File: config.mk
export PLATFORM = sky130hd
export DESIGN_NAME = auteur_dotp_ctrl_flat
export DESIGN_NICKNAME = d
export VERILOG_FILES = /design/src/rtl/auteur_dotp_ctrl_if.sv /design/src/rtl/auteur_dotp_ctrl.sv /design/src/flat_wrapper.sv
export SDC_FILE = /design/constraint.sdc
export NUM_CORES = 1
export LEC_CHECK = 0
export CAP_MARGIN = 30
export CORE_ASPECT_RATIO = 0.6
export CORE_UTILIZATION = 45
export DETAILED_ROUTE_END_ITERATION = 12
export PLACE_DENSITY = 0.82
export SYNTH_ARGS = -nofsm -noshare
export SYNTH_HDL_FRONTEND = slang
export SYNTH_SLANG_ARGS = --single-unit
File: constraint.sdc
create_clock -name clk_i -period 2.1 [get_ports clk_i]
set_input_delay 0.315 -clock clk_i [delete_from_list [all_inputs] [get_ports clk_i]]
set_output_delay 0.315 -clock clk_i [all_outputs]
set_load 0.005 [all_outputs]
File: src/rtl/auteur_dotp_ctrl_if.sv
// rtl/auteur_dotp_ctrl_if.sv - command, beat, pipeline-marker and result signals of the dotp issue controller
interface auteur_dotp_ctrl_if #(
  parameter int BeatsWidth    = 8,
  parameter int ResultCredits = 2
);
  localparam int CredW = $clog2(ResultCredits + 1);

  logic                  cmd_valid_i;
  logic                  cmd_ready_o;
  logic [BeatsWidth-1:0] cmd_beats_i;
  logic                  beat_valid_i;
  logic                  beat_ready_o;
  logic                  pipe_valid_o;
  logic                  pipe_first_o;
  logic                  pipe_last_o;
  logic                  res_valid_o;
  logic                  res_ready_i;
  logic                  busy_o;
  logic [CredW-1:0]      credits_o;

  modport master (
    input  cmd_valid_i, cmd_beats_i, beat_valid_i, res_ready_i,
    output cmd_ready_o, beat_ready_o, pipe_valid_o, pipe_first_o, pipe_last_o,
           res_valid_o, busy_o, credits_o
  );

  modport slave (
    output cmd_valid_i, cmd_beats_i, beat_valid_i, res_ready_i,
    input  cmd_ready_o, beat_ready_o, pipe_valid_o, pipe_first_o, pipe_last_o,
           res_valid_o, busy_o, credits_o
  );
endinterface

File: src/rtl/auteur_dotp_ctrl.sv
// rtl/auteur_dotp_ctrl.sv - issue controller for the no-stall dotp pipeline with result-credit reservation
// Optional perf counters (stall_cnt_o, issue_cnt_o) under AUTEUR_DOTP_CTRL_PERF_EN.
module auteur_dotp_ctrl #(
  parameter int PipeLatency   = 8,
  parameter int BeatsWidth    = 8,
  parameter int ResultCredits = 2
) (
  input  logic               clk_i,
  input  logic               rst_ni,
  auteur_dotp_ctrl_if.master bus
`ifdef AUTEUR_DOTP_CTRL_PERF_EN
  ,
  output logic [31:0]        stall_cnt_o,
  output logic [31:0]        issue_cnt_o
`endif
);
  localparam int CredW = $clog2(ResultCredits + 1);

  typedef enum logic {IDLE, ISSUE} state_e;

  state_e                state;
  logic [BeatsWidth-1:0] remaining;
  logic                  first_pending;
  logic [CredW-1:0]      credits;
  logic [CredW-1:0]      pending;
  logic [BeatsWidth-1:0] cmd_beats_eff;
  logic                  issue;
  logic                  last_issue;
  logic                  cmd_fire;
  logic                  reserve;
  logic                  res_fire;
  logic                  tap_valid;
  logic                  tap_last;
  logic                  sr_any;
  int unsigned           inflight_lasts;

  // A command's first beat may only enter the pipe once a result slot is reserved for it.
  assign issue      = (state == ISSUE) && bus.beat_valid_i && (!first_pending || credits != '0);
  assign last_issue = issue && (remaining == BeatsWidth'(1));
  assign reserve    = issue && first_pending;

  assign bus.cmd_ready_o  = (state == IDLE) || last_issue;
  assign cmd_fire         = bus.cmd_valid_i && bus.cmd_ready_o;
  assign cmd_beats_eff    = (bus.cmd_beats_i == '0) ? BeatsWidth'(1) : bus.cmd_beats_i;

  assign bus.beat_ready_o = issue;
  assign bus.pipe_valid_o = issue;
  assign bus.pipe_first_o = reserve;
  assign bus.pipe_last_o  = last_issue;

  assign bus.res_valid_o  = (pending != '0);
  assign res_fire         = bus.res_valid_o && bus.res_ready_i;
  assign bus.credits_o    = credits;
  assign bus.busy_o       = (state != IDLE) || sr_any || (pending != '0);

  // The tap sits one stage before the pipe output so the pending count is visible exactly
  // PipeLatency cycles after the last beat issues.
  if (PipeLatency == 1) begin : g_no_sr
    assign tap_valid      = issue;
    assign tap_last       = last_issue;
    assign sr_any         = 1'b0;
    assign inflight_lasts = 0;
  end else begin : g_sr
    logic [PipeLatency-2:0] sr_valid;
    logic [PipeLatency-2:0] sr_last;

    always_ff @(posedge clk_i or negedge rst_ni) begin
      if (!rst_ni) begin
        sr_valid <= '0;
        sr_last  <= '0;
      end else begin
        sr_valid[0] <= issue;
        sr_last[0]  <= last_issue;
        for (int i = 1; i < PipeLatency - 1; i++) begin
          sr_valid[i] <= sr_valid[i-1];
          sr_last[i]  <= sr_last[i-1];
        end
      end
    end

    always_comb begin
      inflight_lasts = 0;
      for (int i = 0; i < PipeLatency - 1; i++) begin
        inflight_lasts = inflight_lasts + int'(sr_last[i]);
      end
    end

    assign tap_valid = sr_valid[PipeLatency-2];
    assign tap_last  = sr_last[PipeLatency-2];
    assign sr_any    = |sr_valid;
  end

  always_ff @(posedge clk_i or negedge rst_ni) begin
    if (!rst_ni) begin
      state         <= IDLE;
      remaining     <= '0;
      first_pending <= 1'b0;
      credits       <= CredW'(ResultCredits);
      pending       <= '0;
    end else begin
      if (cmd_fire) begin
        state         <= ISSUE;
        remaining     <= cmd_beats_eff;
        first_pending <= 1'b1;
      end else if (issue) begin
        remaining     <= remaining - BeatsWidth'(1);
        first_pending <= 1'b0;
        if (last_issue) state <= IDLE;
      end
      credits <= credits + CredW'(res_fire) - CredW'(reserve);
      pending <= pending + CredW'(tap_valid && tap_last) - CredW'(res_fire);
    end
  end

  // Every reserved credit is either mid-command, travelling as a last beat, or a pending result.
  a_credit_conservation : assert property (@(posedge clk_i) disable iff (!rst_ni)
    int'(pending) + int'(inflight_lasts) + int'(state == ISSUE && !first_pending) + int'(credits)
      == ResultCredits);

`ifdef AUTEUR_DOTP_CTRL_PERF_EN
  logic stall;
  assign stall = (state == ISSUE) && (!bus.beat_valid_i || (first_pending && credits == '0));

  always_ff @(posedge clk_i or negedge rst_ni) begin
    if (!rst_ni) begin
      stall_cnt_o <= '0;
      issue_cnt_o <= '0;
    end else begin
      if (stall && stall_cnt_o != '1) stall_cnt_o <= stall_cnt_o + 32'd1;
      if (issue && issue_cnt_o != '1) issue_cnt_o <= issue_cnt_o + 32'd1;
    end
  end
`endif
endmodule
File: src/flat_wrapper.sv
// flat-port wrapper written by rule: the top's interface ports become plain ports
module auteur_dotp_ctrl_flat 
#(
  parameter int PipeLatency   = 8,
  parameter int BeatsWidth    = 8,
  parameter int ResultCredits = 2
)
  (clk_i, rst_ni, bus_cmd_valid_i, bus_cmd_beats_i, bus_beat_valid_i, bus_res_ready_i, bus_cmd_ready_o, bus_beat_ready_o, bus_pipe_valid_o, bus_pipe_first_o, bus_pipe_last_o, bus_res_valid_o, bus_busy_o, bus_credits_o);
  auteur_dotp_ctrl_if #(.BeatsWidth(BeatsWidth), .ResultCredits(ResultCredits)) bus_i ();
  input  logic clk_i;
  input  logic rst_ni;
  input wire logic [$bits(bus_i.cmd_valid_i)-1:0] bus_cmd_valid_i;
  input wire logic [$bits(bus_i.cmd_beats_i)-1:0] bus_cmd_beats_i;
  input wire logic [$bits(bus_i.beat_valid_i)-1:0] bus_beat_valid_i;
  input wire logic [$bits(bus_i.res_ready_i)-1:0] bus_res_ready_i;
  output wire logic [$bits(bus_i.cmd_ready_o)-1:0] bus_cmd_ready_o;
  output wire logic [$bits(bus_i.beat_ready_o)-1:0] bus_beat_ready_o;
  output wire logic [$bits(bus_i.pipe_valid_o)-1:0] bus_pipe_valid_o;
  output wire logic [$bits(bus_i.pipe_first_o)-1:0] bus_pipe_first_o;
  output wire logic [$bits(bus_i.pipe_last_o)-1:0] bus_pipe_last_o;
  output wire logic [$bits(bus_i.res_valid_o)-1:0] bus_res_valid_o;
  output wire logic [$bits(bus_i.busy_o)-1:0] bus_busy_o;
  output wire logic [$bits(bus_i.credits_o)-1:0] bus_credits_o;
  assign bus_i.cmd_valid_i = bus_cmd_valid_i;
  assign bus_i.cmd_beats_i = bus_cmd_beats_i;
  assign bus_i.beat_valid_i = bus_beat_valid_i;
  assign bus_i.res_ready_i = bus_res_ready_i;
  assign bus_cmd_ready_o = bus_i.cmd_ready_o;
  assign bus_beat_ready_o = bus_i.beat_ready_o;
  assign bus_pipe_valid_o = bus_i.pipe_valid_o;
  assign bus_pipe_first_o = bus_i.pipe_first_o;
  assign bus_pipe_last_o = bus_i.pipe_last_o;
  assign bus_res_valid_o = bus_i.res_valid_o;
  assign bus_busy_o = bus_i.busy_o;
  assign bus_credits_o = bus_i.credits_o;
  auteur_dotp_ctrl #(.PipeLatency(PipeLatency), .BeatsWidth(BeatsWidth), .ResultCredits(ResultCredits)) u_core (.clk_i(clk_i), .rst_ni(rst_ni), .bus(bus_i));
endmodule
Word-level counts from Yosys, hierarchy flattened
Cells that the tools add are included.
{"block": "op_classes", "eq_ne": 1, "div_mod_pow": 0, "shifts": 0, "n_mux": 8, "reduce_logical": 19, "magnitude_cmp": 0, "bitwise_logic": 1, "addsub": 5, "n_mul": 0}
{"cell": "8-bit two-way mux", "count": 3}
{"cell": "8-bit by 1-bit equality test with 1-bit output (second input constant)", "count": 1}
{"cell": "8-bit zero test", "count": 1}
{"cell": "2-bit nonzero test", "count": 4}
{"cell": "8-bit by 1-bit subtractor with 8-bit output (second input constant)", "count": 1}
{"cell": "1-bit logical AND", "count": 7}
{"cell": "7-bit OR reduction", "count": 1}
{"cell": "1-bit two-way mux", "count": 5}
{"cell": "2-bit by 1-bit adder with 2-bit output", "count": 2}
{"cell": "1-bit logical OR", "count": 4}
{"cell": "2-bit by 1-bit subtractor with 2-bit output", "count": 2}
{"cell": "2-bit AND reduction", "count": 1}
{"cell": "1-bit zero test", "count": 1}
{"cell": "1-bit NOT", "count": 1}
{"block": "totals", "output_inout_bits": 9, "ramBits": 0, "latchBits": 0, "romBits": 0, "register_bits": 28, "input_bits": 13, "mem_count": 0, "wordCells": 41}

Logic depth before layout (Yosys ltp)
Gate-level depths: netlist of the first run.
{"block": "logic_depth", "ltp_word": 8, "mapped_depth": 8, "mapped_depth_nobuf": 8}

Least setup slack after synthesis of the first run
Ideal clock, no wire load.
{"block": "synth_path", "kind": "register to register", "startpoint": "register u_core.credits[0], in the netlist u_core.bus.credits_o[0]", "endpoint": "register u_core.credits[1], in the netlist u_core.bus.credits_o[1]", "path_buffers": 0, "path_stages_with_launch": 9, "arrival_ps": 2051, "slack_ps": -27, "cell_sequence": "dfrtp_1 -> nor3b_2 -> nor2_1 -> and2_1 -> ha_1 -> inv_1 -> ha_1 -> xnor2_1 -> xnor2_1"}
{"block": "synth_via", "elab_chain_len": 5, "word_cells_on_any_way": 6, "cone_classes": "add/sub: 2; reduce/logical: 4"}
{"element": "from (decl)", "line_no": "auteur_dotp_ctrl.sv:24", "text": "logic [CredW-1:0] credits;"}
{"element": "from (signal assigned)", "line_no": "auteur_dotp_ctrl.sv:98", "text": "credits <= CredW'(ResultCredits);"}
{"element": "from (signal assigned)", "line_no": "auteur_dotp_ctrl.sv:110", "text": "credits <= credits + CredW'(res_fire) - CredW'(reserve);"}
{"element": "2-bit nonzero test", "line_no": "auteur_dotp_ctrl.sv:38", "text": "assign issue = (state == ISSUE) && bus.beat_valid_i && (!first_pending || credits != '0);"}
{"element": "1-bit logical OR", "line_no": "auteur_dotp_ctrl.sv:38"}
{"element": "1-bit logical AND", "line_no": "auteur_dotp_ctrl.sv:38"}
{"element": "net bus_beat_ready_o", "line_no": "flat_wrapper.sv:17", "text": "output wire logic [$bits(bus_i.beat_ready_o)-1:0] bus_beat_ready_o;"}
{"element": "1-bit logical AND", "line_no": "auteur_dotp_ctrl.sv:40", "text": "assign reserve = issue && first_pending;"}
{"element": "net bus_pipe_first_o", "line_no": "flat_wrapper.sv:19", "text": "output wire logic [$bits(bus_i.pipe_first_o)-1:0] bus_pipe_first_o;"}
{"element": "2-bit by 1-bit subtractor with 2-bit output", "line_no": "auteur_dotp_ctrl.sv:110"}
The timed path passes the listed nets, and every way through them passes these cells.
A chain may end at the register's enable or synchronous reset.

Worst setup path after layout of the first run
{"block": "layout_path", "startpoint": "register u_core.remaining[2]", "endpoint": "output bus_cmd_ready_o"}
{"block": "layout_via", "elab_chain_len": 3}
{"element": "from (decl)", "line_no": "auteur_dotp_ctrl.sv:22", "text": "logic [BeatsWidth-1:0] remaining;"}
{"element": "from (signal assigned)", "line_no": "auteur_dotp_ctrl.sv:103", "text": "remaining <= cmd_beats_eff;"}
{"element": "from (signal assigned)", "line_no": "auteur_dotp_ctrl.sv:106", "text": "remaining <= remaining - BeatsWidth'(1);"}
{"element": "8-bit by 1-bit equality test with 1-bit output", "line_no": "auteur_dotp_ctrl.sv:39", "text": "assign last_issue = issue && (remaining == BeatsWidth'(1));"}
{"element": "1-bit logical AND", "line_no": "auteur_dotp_ctrl.sv:39"}
{"element": "1-bit logical OR", "line_no": "auteur_dotp_ctrl.sv:42", "text": "assign bus.cmd_ready_o = (state == IDLE) || last_issue;"}
{"element": "to (decl)", "line_no": "flat_wrapper.sv:16", "text": "output wire logic [$bits(bus_i.cmd_ready_o)-1:0] bus_cmd_ready_o;"}
No other way between the ends.

==> results of run 1 <==
## critical path: cells and delay by family, from the launching register on
family	cells	cell delay [ns]
buffers and inverters	2	0.25
flip-flops	1	0.39
AND/OR/NAND/NOR	3	0.94
## cell type report
type,count,area [sq um]
multi-input combinational,56,541.8
sequential,28,701.9
clock buffer,4,55.05
fill,179,800.8
tap,32,40.04
timing repair buffer,42,374.1
inverter,7,26.28
## placed cells by master (no fill, tap or decap), types with 2 or more instances in the layout
master and count:
and2_1 2, buf_4 21, buf_6 2, clkbuf_8 4
clkdlybuf4s50_1 16, dfrtp_1 27, dlymetal6s2s_1 2, ha_1 4
ha_2 2, inv_1 6, mux2_2 6, mux2i_1 2
nor3_1 3, nor4_1 4, nor4_4 2, xnor2_1 5
xor2_1 6
## timing repair
item,in CTS,in global routing
pin swaps,2,4
endpoints found under the setup margin,5,13
gates resized for setup,20,6
setup buffers,8,1
endpoints found under the hold margin,0,0
## state kept, by name, summed over array words and instances, names as in the netlist
name and cells:
u_core.bus.credits_o 2, u_core.g_sr.sr_valid 7, u_core.remaining 8, u_core.state 1
u_core.first_pending 1, u_core.g_sr.sr_last 7, u_core.pending 2
## final timing paths
path	depth (start not counted)	slack, ns	endpoint	from
min in group asynchronous	2	0.40	u_core.remaining[4]	rst_ni
setup / recovery	5	-0.06	bus_cmd_ready_o	u_core.remaining[2]
max in group asynchronous	2	1.40	u_core.bus.credits_o[1]	rst_ni
hold / removal	0	0.35	u_core.g_sr.sr_last[5]	u_core.g_sr.sr_last[4]
hold reg to reg	0	0.35	u_core.g_sr.sr_last[5]	u_core.g_sr.sr_last[4]
setup reg to reg	13	-0.04	u_core.remaining[2]	u_core.remaining[1]
## per-layer routing
metal,global-route usage [%],up-vias,part of all wire (%)
li1,-,401,-
met1,28.28,413,44
met2,28.35,33,46
met3,6.010,9,7.0
met4,7.347,0,3.1
met5,0,-,0
## kinds of logic (layout without fill, tap and decap cells)
| kind of cell | Yosys count | count (layout) | synth area share, % |
|---|---|---|---|
| adders and majority gates | 6 | 6 | 6.154 |
| AOI/OAI and AO/OA | 3 | 3 | 2.153 |
| DFF | 28 | 28 | 57.54 |
| and+or+nand+nor | 27 | 27 | 15.39 |
| buffers and inverters | 8 | 53 | 2.770 |
| muxes | 9 | 9 | 8.103 |
| xor gates and xnor gates | 11 | 11 | 7.897 |
## per-stage QoR
| stage | setup slack [ns] | instance area, sq um |
|---|---|---|
| 2_1_floorplan | 0.08858 | 1226 |
| 3_3_place_gp | -0.07583 | 1567 |
| 3_5_place_dp | -0.1060 | 1567 |
| 4_1_cts | -0.1029 | 1718 |
| 5_1_grt | -0.1486 | 1739 |
| 6_report | -0.06490 | 1739 |
## power groups by stage
stage / registers (uW) / clock network, uW / logic, uW
global route: 821 / 371 / 844
detailed placement: 807 / 0 / 638
global placement: 796 / 0 / 600
floorplan: 795 / 0 / 357
CTS: 801 / 344 / 750
finish: 807 / 329 / 782
==> qor.csv, run 1 <==
stage;metric;value;unit
status;status;finished, violations left;
status;failing checks;negative setup slack;
synthesis;Post-synth EDFFs;0;
route;vias per std cell;5.065;
timing;post-route worst setup slack;-0.06490;ns
power_and_ir_drop;switch share;30.93;%
layout;fin util;68.47;%
place;gpl congestion;0.8451;
synthesis;top cell type's share of synthesized area;55.38;%
clock_tree;Num CTS Buffers;3;
power_and_ir_drop;net switching power;593.4;uW
layout;Synth-to-Final Area Change;42.56;%
power_and_ir_drop;sequential power share;42.1;%
route;DRT iter0 DRCs;38;
floorplanning;core area;2540;sq um
timing;Fin Hold WS;0.3477;ns
power_and_ir_drop;cell internal pwr;1325;uW
synthesis;syn avg cell area;13.26;sq um
clock_tree;# hold bufs at CTS;0;
timing;Tightest Pin Transition;0.4197;ns
power_and_ir_drop;Pwr Density;1103;nW/um^2
critical_path;critical path cell sequence;or4_4, nor4_4, buf_4, nand2b_4, buf_6;
timing;skew final;0.003641;ns
global_route;GRT Util Overall;19.75;%
critical_path;Setup crit start kind;flip-flop;
critical_path;crit path DAT;1.85;ns
timing;final slew viol count;0;
floorplanning;Cell Rows;14;
global_route;GR Overflow Total;0;
timing;crit share post-route;103.1;%
clock_tree;clock buffer depth;2;
timing;fmax;461.9;MHz
floorplanning;I/O Pins;22;
route;antenna-violating nets left;0;
critical_path;crit path capture type;output pin;
synthesis;Synthesized Nets;111;
synthesis;Synth area leaders;dfrtp_1 (55%), mux2_2 (6.5%), ha_1 (6.2%);
place;dpl cells;157;
synthesis;yosys warns;0;
power_and_ir_drop;Clock Power Share;17.2;%
route;drt first pass iters;4;
layout;layout cells sized above 1;37.23;%
critical_path;critical path class;flip-flop to output pin;
timing;min Tclk post-route;2.165;ns
power_and_ir_drop;Lkg Pwr;0.0008368;uW
clock_tree;root buffer cell;clkbuf_8;
hold_path;Hold WC Path Type;flip-flop to flip-flop;
critical_path;data required time of the critical path;1.78;ns
synthesis;Seq/Total Area, Yosys;57.54;%
critical_path;Critical Path Fanout Max;2;
power_and_ir_drop;combinational share of power;40.8;%
clock_tree;Reg clk slew, reported paths;0.09;ns
critical_path;CP max-delay cell;or4_4;
power_and_ir_drop;Pwr Total;1919;uW
run;max cap viols;0;
floorplanning;Die ar.;2930;sq um
floorplanning;Starting Density;48.03;%
timing;count of final setup violators;4;
route;Routed Wire Length;2616;um
timing;Final Hold Fails;0;
global_route;vias in the first global route;874;
timing;setup tns final;-0.1584;ns
synthesis;async set-reset flop share out of synthesis;100.0;%
clock_tree;Sink Count;28;
synthesis;Cell Area, Synth;1220;sq um
critical_path;CP peak stage delay;0.57;ns
layout;NumNets Final;157;
global_route;initial antenna violation count;0;
layout;Inserted Diodes;0;
floorplanning;die height;42.33;um
synthesis;Synth Flop Type;dfrtp_1;
route;Vias;856;
clock_tree;later-pin clock latency in the skew report;0.28;ns
global_route;largest net degree at the start of global routing;29;
floorplanning;Die Wd;69.22;um
synthesis;most frequent cells after synthesis;dfrtp_1 (27), inv_1 (7), mux2_2 (7);
route;DRC errors left;0;
synthesis;Cells after Synth;92;
timing;RSZ-0062 raised after global routing;true;
place;DP HPWL;1861;um
timing;slew margin rel.;71.76;%
synthesis;#FFs+latches synth;28;
global_route;first-pass GRT wire length;4229;um
power_and_ir_drop;Max VDD drop;0.0005664;V
clock_tree;CTS tree;done;
clock_tree;H-tree depth;1;
synthesis;Synth cell types;27;
synthesis;cell taking the most area after synthesis;dfrtp_1;
synthesis;most frequent cell after synthesis;dfrtp_1;
place;port bufs;21;
route;Wirelength per Cell;15.48;um
layout;Non-Filler Instances;169;
(Power assumes the default switching activity.)
==> run 2, diff against run 1 <==
--- a/config.mk
+++ b/config.mk
@@ -9,7 +9,7 @@
 export CORE_ASPECT_RATIO = 0.6
 export CORE_UTILIZATION = 45
 export DETAILED_ROUTE_END_ITERATION = 12
-export PLACE_DENSITY = 0.82
+export PLACE_DENSITY = 0.85
 export SYNTH_ARGS = -nofsm -noshare
 export SYNTH_HDL_FRONTEND = slang
 export SYNTH_SLANG_ARGS = --single-unit
==> run 2 against run 1 <==
Net effect:
- the run now ends clean
- power down 2.1%
- largest cell class unchanged
- via count fell by 1.3%
- critical path depth grew 1
- largest power group unchanged
- worst hold slack better by 0.0051 ns
==> qor.csv, run 2 (synthesis results as in run 1) <==
stage;metric;value;unit
status;status;completed;
floorplanning;core area;2540;sq um
timing;min Tclk post-route;2.099;ns
power_and_ir_drop;net switching power;587.6;uW
timing;setup tns final;0;ns
power_and_ir_drop;switch share;31.29;%
hold_path;Hold WC Path Type;flip-flop to flip-flop;
timing;Final Hold Fails;0;
timing;Fin Hold WS;0.3528;ns
critical_path;CP bufs+invs;2;
layout;Largest regs;u_core.remaining x8, u_core.g_sr.sr_last x7, u_core.g_sr.sr_valid x7;
global_route;initial antenna violation count;0;
route;Wirelength per Cell;16.33;um
floorplanning;die height;42.33;um
timing;slew margin rel.;73.72;%
route;DRT iter0 DRCs;22;
clock_tree;later-pin clock latency in the skew report;0.28;ns
power_and_ir_drop;Max VDD drop;0.0006536;V
route;DRC errors left;0;
timing;count of final setup violators;0;
layout;layout cells sized above 1;33.08;%
floorplanning;Cell Rows;14;
power_and_ir_drop;sequential power share;43.2;%
critical_path;crit path DAT;2.27;ns
clock_tree;clock buffer depth;2;
layout;Non-Filler Instances;165;
route;Routed Wire Length;2695;um
global_route;vias in the first global route;890;
layout;Inserted Diodes;0;
clock_tree;Sink Count;28;
layout;max reg flops;8;
power_and_ir_drop;Pwr Density;1105;nW/um^2
critical_path;family with the most delay on the worst path;simple AND/OR/NAND/NOR gates;
critical_path;critical path cell sequence;or4_4, buf_4, buf_4, nor4_1, xor2_1, mux2_2;
timing;post-route worst setup slack;0.001159;ns
critical_path;Critical Path Fanout Max;2;
critical_path;CP peak stage delay;0.57;ns
clock_tree;CTS tree;done;
floorplanning;I/O Pins;22;
power_and_ir_drop;Lkg Pwr;0.0007956;uW
route;vias per std cell;5.121;
clock_tree;root buffer cell;clkbuf_8;
power_and_ir_drop;combinational share of power;39.0;%
layout;most frequent cells in the layout;dfrtp_1 (27), clkdlybuf4s50_1 (19), buf_4 (16), mux2_2 (7);
power_and_ir_drop;cell internal pwr;1290;uW
clock_tree;Reg clk slew, reported paths;0.09;ns
timing;RSZ-0062 raised after global routing;true;
place;dpl cells;155;
critical_path;crit path capture type;flip-flop;
route;antenna-violating nets left;0;
route;Vias;845;
place;DP HPWL;1845;um
clock_tree;Num CTS Buffers;3;
critical_path;Setup crit start kind;flip-flop;
critical_path;data required time of the critical path;2.27;ns
global_route;GR Overflow Total;0;
timing;fmax;476.5;MHz
global_route;GRT Util Overall;19.94;%
floorplanning;Die ar.;2930;sq um
route;drt first pass iters;4;
place;pre-CTS setup slack;-0.1076;ns
run;max cap viols;0;
layout;commonest non-fill, non-tap cell in the layout;dfrtp_1;
layout;NumNets Final;153;
clock_tree;H-tree depth;1;
power_and_ir_drop;Clock Power Share;17.7;%
timing;final slew viol count;0;
power_and_ir_drop;Pwr Total;1878;uW
critical_path;CP max-delay cell;or4_4;
floorplanning;Die Wd;69.22;um
critical_path;critical path class;flip-flop to flip-flop;
timing;skew final;0.004358;ns
layout;Synth-to-Final Area Change;39.28;%
layout;Most flops, register;u_core.remaining;
place;gpl congestion;0.7886;
global_route;first-pass GRT wire length;4278;um
timing;crit share post-route;99.94;%
timing;Tightest Pin Transition;0.3906;ns
critical_path;Critical Path Most Common Cell;buf_4;
global_route;largest net degree at the start of global routing;29;
floorplanning;Starting Density;48.03;%
place;port bufs;21;
==> run 2: path summary, 6_finish.rpt <==
| path | startpoint | to | slack (ns) | cells past startpoint |
|---|---|---|---|---|
| hold reg to reg | u_core.g_sr.sr_last[5] | u_core.g_sr.sr_last[6] | 0.35 | 0 |
| setup reg to reg | u_core.remaining[2] | u_core.remaining[7] | 0.001 | 6 |
| setup / recovery | u_core.remaining[2] | u_core.remaining[7] | 0.001 | 6 |
| hold / removal | u_core.g_sr.sr_last[5] | u_core.g_sr.sr_last[6] | 0.35 | 0 |
| max in group asynchronous | rst_ni | u_core.bus.credits_o[1] | 1.39 | 2 |
| min in group asynchronous | rst_ni | u_core.first_pending | 0.41 | 2 |
==> run 2: layout make-up <==
cell class                 count  area, sq um
tap                           32        40.04
timing repair buffer          38        344.1
multi-input combinational     56        531.8
sequential                    28        701.9
inverter                       7        26.28
clock buffer                   4        55.05
fill                         187        840.8
==> run 2: per-stage QoR <==
stage,instance area (sq um),util [%]
floorplan,1226,-
global placement,1551,61.08
detailed placement,1551,61.08
CTS,1653,65.07
global route,1699,66.90
finish,1699,66.90
==> run 2: routing by layer <==
metal	vias to the layer above	GRT usage [%]	wire length (um)
li1	396	-	-
met1	421	25.72	1209
met2	23	31.84	1333
met3	5	7.212	130
met4	0	6.122	22
met5	-	0	0
==> run 2: power groups by stage <==
| stage | Combinational [uW] | Clock [uW] | Sequential, uW |
|---|---|---|---|
| global placement | 593 | 0 | 793 |
| floorplan | 357 | 0 | 795 |
| CTS | 699 | 336 | 805 |
| finish | 733 | 333 | 812 |
| detailed placement | 639 | 0 | 806 |
| global route | 796 | 372 | 822 |
==> run 2: what timing repair did <==
action	in CTS	in global routing
hold buffers	0	0
buffers inserted	3	3
pin swaps	3	4
endpoints found under the setup margin	5	9
resized for setup	16	5
